<file path="src/rtl/drive_command_encoder.sv">
// Drive command encoder: turns debounced direction keys and a torque selector
// into a ramped enable/direction/torque bundle with estop lockout.
module drive_command_encoder #(
    parameter int unsigned STEP_CYCLES = 12_500_000
) (
    input  logic       clk,
    input  logic       reset,
    input  logic       key_fwd,
    input  logic       key_rev,
    input  logic       key_left,
    input  logic       key_right,
    input  logic [1:0] torque_sel,
    input  logic       estop,
    output logic       enable,
    output logic [1:0] direc,
    output logic [1:0] torque,
    output logic       cmd_valid
);

    localparam int unsigned CNT_W = $clog2(STEP_CYCLES);
    localparam logic [CNT_W-1:0] CNT_LAST = CNT_W'(STEP_CYCLES - 1);

    typedef enum logic [1:0] {
        S_IDLE      = 2'd0,
        S_RAMP_UP   = 2'd1,
        S_RUN       = 2'd2,
        S_RAMP_DOWN = 2'd3
    } state_e;

    state_e           state_q, state_d;
    logic             enable_q, enable_d;
    logic [1:0]       direc_q, direc_d;
    logic [1:0]       torque_q, torque_d;
    logic             cmd_valid_q, cmd_valid_d;
    logic             lock_q, lock_d;
    logic [CNT_W-1:0] cnt_q, cnt_d;

    logic       key_any;
    logic [1:0] req_dir;
    logic [1:0] tgt;
    logic       tick;
    logic       dir_ok;
    logic       go_down;

    // State and output registers
    always_ff @(posedge clk) begin
        if (reset) begin
            state_q     <= S_IDLE;
            enable_q    <= 1'b0;
            direc_q     <= 2'b00;
            torque_q    <= 2'b00;
            cmd_valid_q <= 1'b0;
            lock_q      <= 1'b0;
            cnt_q       <= '0;
        end else begin
            state_q     <= state_d;
            enable_q    <= enable_d;
            direc_q     <= direc_d;
            torque_q    <= torque_d;
            cmd_valid_q <= cmd_valid_d;
            lock_q      <= lock_d;
            cnt_q       <= cnt_d;
        end
    end

    // Request decode, next-state and next-output logic
    always_comb begin
        key_any = key_fwd | key_rev | key_left | key_right;
        if (key_fwd)       req_dir = 2'b00;
        else if (key_rev)  req_dir = 2'b01;
        else if (key_left) req_dir = 2'b10;
        else               req_dir = 2'b11;
        tgt     = key_any ? torque_sel : 2'd0;
        tick    = (cnt_q == CNT_LAST);
        dir_ok  = (req_dir == direc_q);
        go_down = !key_any || !dir_ok || (tgt < torque_q) || (tgt == 2'd0);

        state_d  = state_q;
        enable_d = enable_q;
        direc_d  = direc_q;
        torque_d = torque_q;
        lock_d   = lock_q;

        case (state_q)
            S_IDLE: begin
                enable_d = 1'b0;
                torque_d = 2'd0;
                if (key_any && (tgt != 2'd0) && !lock_q) begin
                    direc_d  = req_dir;
                    enable_d = 1'b1;
                    state_d  = S_RAMP_UP;
                end
            end
            S_RAMP_UP: begin
                if (go_down) begin
                    state_d = S_RAMP_DOWN;
                end else if (torque_q == tgt) begin
                    state_d = S_RUN;
                end else if (tick && (torque_q != 2'd3)) begin
                    torque_d = torque_q + 2'd1;
                end
            end
            S_RUN: begin
                if (go_down) begin
                    state_d = S_RAMP_DOWN;
                end else if (tgt > torque_q) begin
                    state_d = S_RAMP_UP;
                end
            end
            S_RAMP_DOWN: begin
                // Direction may only change once torque has reached zero
                if (torque_q == 2'd0) begin
                    enable_d = 1'b0;
                    state_d  = S_IDLE;
                end else if (key_any && dir_ok && (tgt == torque_q)) begin
                    state_d = S_RUN;
                end else if (key_any && dir_ok && (tgt > torque_q)) begin
                    state_d = S_RAMP_UP;
                end else if (tick) begin
                    torque_d = torque_q - 2'd1;
                    if (torque_q == 2'd1) begin
                        enable_d = 1'b0;
                        state_d  = S_IDLE;
                    end
                end
            end
            default: state_d = S_IDLE;
        endcase

        // Estop overrides everything and latches a lock until keys are released
        if (estop) begin
            state_d  = S_IDLE;
            enable_d = 1'b0;
            torque_d = 2'd0;
            lock_d   = 1'b1;
        end else if (!key_any) begin
            lock_d = 1'b0;
        end

        if ((state_d != state_q) || (state_q == S_IDLE) || (state_q == S_RUN) || tick) begin
            cnt_d = '0;
        end else begin
            cnt_d = cnt_q + CNT_W'(1);
        end

        cmd_valid_d = (enable_d != enable_q) || (direc_d != direc_q) || (torque_d != torque_q);
    end

    assign enable    = enable_q;
    assign direc     = direc_q;
    assign torque    = torque_q;
    assign cmd_valid = cmd_valid_q;

endmodule

</file>
<file path="config.mk">
export PLATFORM = sky130hd
export DESIGN_NAME = drive_command_encoder
export DESIGN_NICKNAME = d
export VERILOG_FILES = /design/src/rtl/drive_command_encoder.sv
export SDC_FILE = /design/constraint.sdc
export NUM_CORES = 1
export LEC_CHECK = 0
export BUFFER_PORTS_ARGS = -buffer_cell sky130_fd_sc_hd__buf_2
export CAP_MARGIN = 0
export CELL_PAD_IN_SITES_DETAIL_PLACEMENT = 0
export CELL_PAD_IN_SITES_GLOBAL_PLACEMENT = 1
export CORE_ASPECT_RATIO = 1.75
export CORE_MARGIN = 2
export CORE_UTILIZATION = 40
export CTS_BUF_LIST = sky130_fd_sc_hd__clkbuf_8 sky130_fd_sc_hd__clkbuf_16
export CTS_CLUSTER_DIAMETER = 30
export DETAILED_ROUTE_END_ITERATION = 6
export PLACE_DENSITY_LB_ADDON = 0.1
export RECOVER_POWER = 50
export SYNTH_ARGS = -nofsm -noshare
export SYNTH_HDL_FRONTEND = slang
export SYNTH_SLANG_ARGS = --single-unit
</file>
<file path="constraint.sdc">
create_clock -name clk -period 4.5 [get_ports clk]
set_input_delay 0.9 -clock clk [delete_from_list [all_inputs] [get_ports clk]]
set_output_delay 0.9 -clock clk [all_outputs]
set_load 0.02 [all_outputs]
</file>
# [Yosys cells after proc, flatten, opt, wreduce, memory -nomap -nowiden]
# Index checks and enable logic that the tools add are counted.
[totals] ff_bits=33 latchBits=0 ramBits=0 rom_bits=0 out_inout_bits=6 word_cells=88 n_memories=0
[classes] add_sub_neg=3 n_mul=0 div=0 n_lt_le_gt_ge=2 n_eq_ne=14 shift=0 mux=37 n_bitwise=3 reduce_logical=22
[op_table] operator="$mux 2" n=24
[op_table] operator="$add 24x1->24 const B" n=1
[op_table] operator="$eq 24x24->1 const B" n=1
[op_table] operator="$mux 1" n=10
[op_table] operator="$logic_or 1x1->1" n=8
[op_table] operator="$pmux 2 s4" n=1
[op_table] operator="$eq 2x2->1" n=3
[op_table] operator="$logic_and 1x1->1" n=6
[op_table] operator="$logic_not 2->1" n=3
[op_table] operator="$ne 2x2->1" n=3
[op_table] operator="$pmux 2 s3" n=1
[op_table] operator="$eq 2x1->1 const B" n=2
[op_table] operator="$eq 2x2->1 const B" n=2
[op_table] operator="$ne 2x2->1 const B" n=2
[op_table] operator="$logic_not 1->1" n=3
[op_table] operator="$or 1x1->1" n=3
[op_table] operator="$add 2x1->2 const B" n=1
[op_table] operator="$gt 2x2->1" n=1
[op_table] operator="$lt 2x2->1" n=1
[op_table] operator="$pmux 1 s2" n=1
[op_table] operator="$reduce_bool 2->1" n=1
[op_table] operator="$reduce_or 2->1" n=1
[op_table] operator="$sub 2x1->2 const B" n=1
[op_table] operator="$ne 1x1->1" n=1

# [Depth between registers and ports, before layout]
[depth] depth_word=16 depth_mapped=11 mapped_depth_nobuf=9

# [Worst setup path before layout]
# OpenSTA, ideal clock, no wires.
[synth_path] path_type="input-to-reg" from="in key_rev" to="reg cnt_q[0]" setup_ps=132 arrival_time_ps=3436 required_time_ps=4368 path_slack_ps=932 cell_stages=10 path_cell_list="or4_1 -> and2_1 -> ha_1 -> nand2_1 -> maj3_1 -> o32ai_1 -> and4_1 -> clkbuf_1 -> clkbuf_1 -> nor4_1"
[synth_between] elab_chain_cells=16 elab_cells_between_ends=38 classes_between="2 x order compare; 4 x eq/ne; 13 x mux; 3 x bitwise; 16 x reduce/logical"
[synth_lines] item="start: declaration" line_no="9" source="input logic key_rev,"
[synth_lines] item="$or 1x1->1 (3 in a row)" line_no="68" source="key_any = key_fwd | key_rev | key_left | key_right;"
[synth_lines] item="$mux 2" line_no="73" source="tgt = key_any ? torque_sel : 2'd0;"
[synth_lines] item="$gt 2x2->1" line_no="106, 117"
[synth_lines] item="$logic_and 1x1->1" line_no="117" source="end else if (key_any && dir_ok && (tgt > torque_q)) begin"
[synth_lines] item="$mux 2" line_no="117"
[synth_lines] item="$mux 2" line_no="115" source="end else if (key_any && dir_ok && (tgt == torque_q)) begin"
[synth_lines] item="$mux 2" line_no="112" source="if (torque_q == 2'd0) begin"
[synth_lines] item="$pmux 2 s4 (*)" line_no="84" source="case (state_q)"
[synth_lines] item="$mux 2 (*)" line_no="131" source="if (estop) begin"
[synth_lines] item="$ne 2x2->1 (*)" line_no="140" source="if ((state_d != state_q) || (state_q == S_IDLE) || (state_q == S_RUN) || tick) begin"
[synth_lines] item="$logic_or 1x1->1 (*) (3 in a row)" line_no="140"
[synth_lines] item="$reduce_or 2->1 (no line) (*)"
[synth_lines] item="end signal: assignment" line_no="62" source="cnt_q <= cnt_d;"
[synth_lines] item="end: declaration" line_no="36" source="logic [CNT_W-1:0] cnt_q, cnt_d;"
# Mark *: on every way between the ends. The rest lies on a longest branch, timed or not.
# A chain may end at the register's enable or synchronous reset.

# [Worst setup path in the final report]
[layout_path] from="in key_fwd" to="reg cnt_q[12]"
[layout_between] elab_chain_cells=16 elab_cells_between_ends=37 classes_between="2 x order compare; 4 x eq/ne; 12 x mux; 3 x bitwise; 16 x reduce/logical"
[layout_lines] item="start: declaration" line_no="8" source="input logic key_fwd,"
[layout_lines] item="$or 1x1->1 (3 in a row)" line_no="68"
[layout_lines] item="$mux 2" line_no="73"
[layout_lines] item="$gt 2x2->1" line_no="106, 117"
[layout_lines] item="$logic_and 1x1->1" line_no="117"
[layout_lines] item="$mux 2" line_no="117"
[layout_lines] item="$mux 2" line_no="115"
[layout_lines] item="$mux 2" line_no="112"
[layout_lines] item="$pmux 2 s4 (*)" line_no="84"
[layout_lines] item="$mux 2 (*)" line_no="131"
[layout_lines] item="$ne 2x2->1 (*)" line_no="140"
[layout_lines] item="$logic_or 1x1->1 (*) (3 in a row)" line_no="140"
[layout_lines] item="$reduce_or 2->1 (no line) (*)"
# Marked as above.

==> impl_metrics.env <==
export IMPL_drtIter0Drc=130
export IMPL_root_buffer="clkbuf_8"
export IMPL_cts_made_buffers=5
export IMPL_fin_skew_ns=0.006376
export IMPL_holdWs_ns=0.4918
export IMPL_worst_slew_pin_slew_ns=0.8638
export IMPL_peakVddDrop_mv=0.1746
export IMPL_clockBufferDepth=2
export IMPL_synth_edf_count=0
export IMPL_hold_buffers=0
export IMPL_synth_compound_area_share=0.1358
export IMPL_status="finished clean"
export IMPL_vias=2321
export IMPL_critical_path_cell_chain="clkbuf_1 -> or4_1 -> and2_0 -> ha_1 -> nor2b_1 -> o221ai_1 -> a21oi_1 -> a31oi_1 -> nor4b_4 -> clkbuf_2 -> nor4_1"
export IMPL_synthTopCellsByArea="dfxtp_1 28%, nand4_1 8.7%, nor4_1 8.2%, ha_1 5.8%, xnor2_1 5.5%"
export IMPL_ant_nets=0
export IMPL_ys_types=52
export IMPL_nets=324
export IMPL_synth_seq_cells=33
export IMPL_cp_slowest_cell="or4_1"
export IMPL_hold_viol_final=0
export IMPL_antenna_found_initial=0
export IMPL_fillers=603
export IMPL_crit_family="simple AND/OR/NAND/NOR gates"
export IMPL_crit_fanout=24
export IMPL_setup_viol=0
export IMPL_max_slew_margin_rel=0.4188
export IMPL_die_w_um=62.17
export IMPL_arrival_ns=4.06
export IMPL_fin_crit_ns=3.912
export IMPL_ys_warn_count=0
export IMPL_cts_tree="done"
export IMPL_critical_path_max_stage_delay_ns=0.61
export IMPL_synthAdderAreaFrac=0.06233
export IMPL_diodes=0
export IMPL_final_area_sq_mm=0.002608
export IMPL_p_per_area_mw_per_mm2=253.5
export IMPL_syn_avg_cell_area_sq_um=8.002
export IMPL_dpl_cell_area_sq_mm=0.002517
export IMPL_synth_ff_type="dfxtp_1"
export IMPL_syn_num_nets=316
export IMPL_drtPass1Iterations=4
export IMPL_io_pins=15
export IMPL_remaining_drc_errors=0
export IMPL_htreeDepth=2
export IMPL_rsz0062_at_grt="false"
export IMPL_grt_max_degree=25
export IMPL_grt_pass1_wl_mm=11.47
export IMPL_cts_setup_buffers=0
export IMPL_cts_resized=0
export IMPL_crit_buf_inv=2
export IMPL_synthCells=296
export IMPL_core_area_sq_mm=0.005787
export IMPL_drive_above_1_share=0.09836
export IMPL_hold_class="reg -> reg"
export IMPL_clock_sinks=33
export IMPL_p_leak_nw=0.8962
export IMPL_finalCritPeriodShare=0.8694
export IMPL_wl_mm=6.845
export IMPL_syn_area_sq_mm=0.002369
export IMPL_ys_seq_area_frac=0.2789
export IMPL_drv_cap=0
export IMPL_wl_per_cell_um=17.87
export IMPL_clk_latency_ns=0.29
export IMPL_synth_xor_xnor_area_share=0.08135
export IMPL_maxSlewViolCount=0
export IMPL_synth_top_area_share=0.2789
export IMPL_worstPathRequired_ns=4.65
export IMPL_start_util=0.4093
export IMPL_fin_tns_setup_ns=0
export IMPL_async_flop_share=0
export IMPL_vias_per_cell=6.060
export IMPL_io_buffer_count=14
export IMPL_crit_path_end_kind="register"
export IMPL_grt_pass1_vias=2316
export IMPL_synth_top_family_by_area="simple AND/OR/NAND/NOR gates"
export IMPL_die_h_um=105.8
export IMPL_critical_path_class="in -> reg"
export IMPL_startpoint_type="primary input"
export IMPL_grt_overflow=0
export IMPL_synth_largest_area_cell="dfxtp_1"
export IMPL_globalplace_congestion=0.8198
export IMPL_area_delta_synth_final_pct=10.09
export IMPL_grt_use_total=0.2175
export IMPL_synth_area_mux_share=0.008452
export IMPL_max_freq_mhz=255.6
export IMPL_path_clk_slew_ns=0.07
export IMPL_dp_hpwl_mm=4.854
export IMPL_die_area_sq_mm=0.006577
export IMPL_num_rows=37
export IMPL_synth_simple_gate_area_frac=0.3904
-- cell usage in the layout, fill, tap and decap left out, types with 4 or more instances in the layout --
cell      Yosys  final
nand2_1      18     18
a31oi_1       6      5
nand4_1      33     33
nor4_1       31     31
a21oi_1      11     11
buf_4         0      4
ha_1         11     11
dfxtp_1      33     33
xnor2_1      15     15
clkbuf_1     13      7
nand2b_1      4      4
inv_1         8      8
buf_2         3      7
nor2b_1       6      6
nor2_1       14     14
nor3_1        9      9
clkbuf_8      0      7
o21ai_0       7      7
and4_1        5      5
nand3_1      10     10
xor2_1        7      7
-- per-stage QoR --
| stage | cells | utilization | setup WS (ns) | power, mW |
|---|---|---|---|---|
| final | 383 | 0.4506 | 0.5877 | 0.6611 |
| after global placement | 375 | 0.4350 | 0.6041 | 0.4143 |
| after detailed placement | 375 | 0.4350 | 0.5059 | 0.4146 |
| after floorplan | 296 | - | 0.9320 | 0.3798 |
| after CTS | 383 | 0.4525 | 0.8171 | 0.6699 |
| after global routing | 383 | 0.4506 | 0.3018 | 0.6916 |
-- where the power goes --
part | total [mW] | internal, mW | switching (mW)
clock network | 0.254 | 0.138 | 0.115
logic | 0.104 | 0.0359 | 0.0682
registers | 0.303 | 0.297 | 0.00612
-- logic make-up after synthesis --
logic type / Yosys count
multiplexers: 2
XOR/XNOR: 22
adder cells (fa/ha/maj): 12
flip-flops: 33
AO/OA/AOI/OAI: 46
buffers and inverters: 26
AND/OR/NAND/NOR: 155
-- flip-flops by register name, summed over array words and instances, names as in the netlist --
signal	count
cmd_valid	1
enable	1
state_q	2
torque	2
lock_q	1
cnt_q	24
direc	2
-- area by class of cell --
class                   count  area [sq um]  area share
clock buffers               7         96.34     0.03695
clock inverters             1         5.005    0.001919
inverters                   8         30.03     0.01152
multi-input cells         237          1622      0.6219
flip-flops and latches     33         660.6      0.2534
well taps                  78         97.59     0.03743
repair buffers             19         96.34     0.03695
-- final timing paths --
path / from / endpoint / slack [ns] / cells after the start
worst min-delay path: direc[1] / direc[1] / 0.49 / 2
worst min register to register: direc[1] / direc[1] / 0.49 / 2
worst max register to register: torque[1] / cnt_q[12] / 1.48 / 9
worst max-delay path: key_fwd / cnt_q[12] / 0.59 / 11
-- cell usage after synthesis, types with 6 or more instances --
library cell	count
nor2_1	14
nand2_1	18
xor2_1	7
nor4_1	31
o21ai_0	7
xnor2_1	15
a31oi_1	6
nand3_1	10
ha_1	11
clkbuf_1	13
nor3_1	9
inv_1	8
nor2b_1	6
nand4_1	33
dfxtp_1	33
a21oi_1	11
-- worst min-delay path, cell delays in order (launching register included) --
cell and delay [ns]:
dfxtp_1 0.33, nand2_1 0.06, a21oi_1 0.05
-- metal layers --
layer | global-route usage | wire length, um | up-vias
met3 | 0.02775 | 154 | 14
met5 | 0 | 0 | -
met2 | 0.4061 | 3740 | 40
met1 | 0.2394 | 2734 | 1098
li1 | - | - | 1169
met4 | 0.1032 | 217 | 0
No activity file was read; power rests on OpenSTA's default activity.
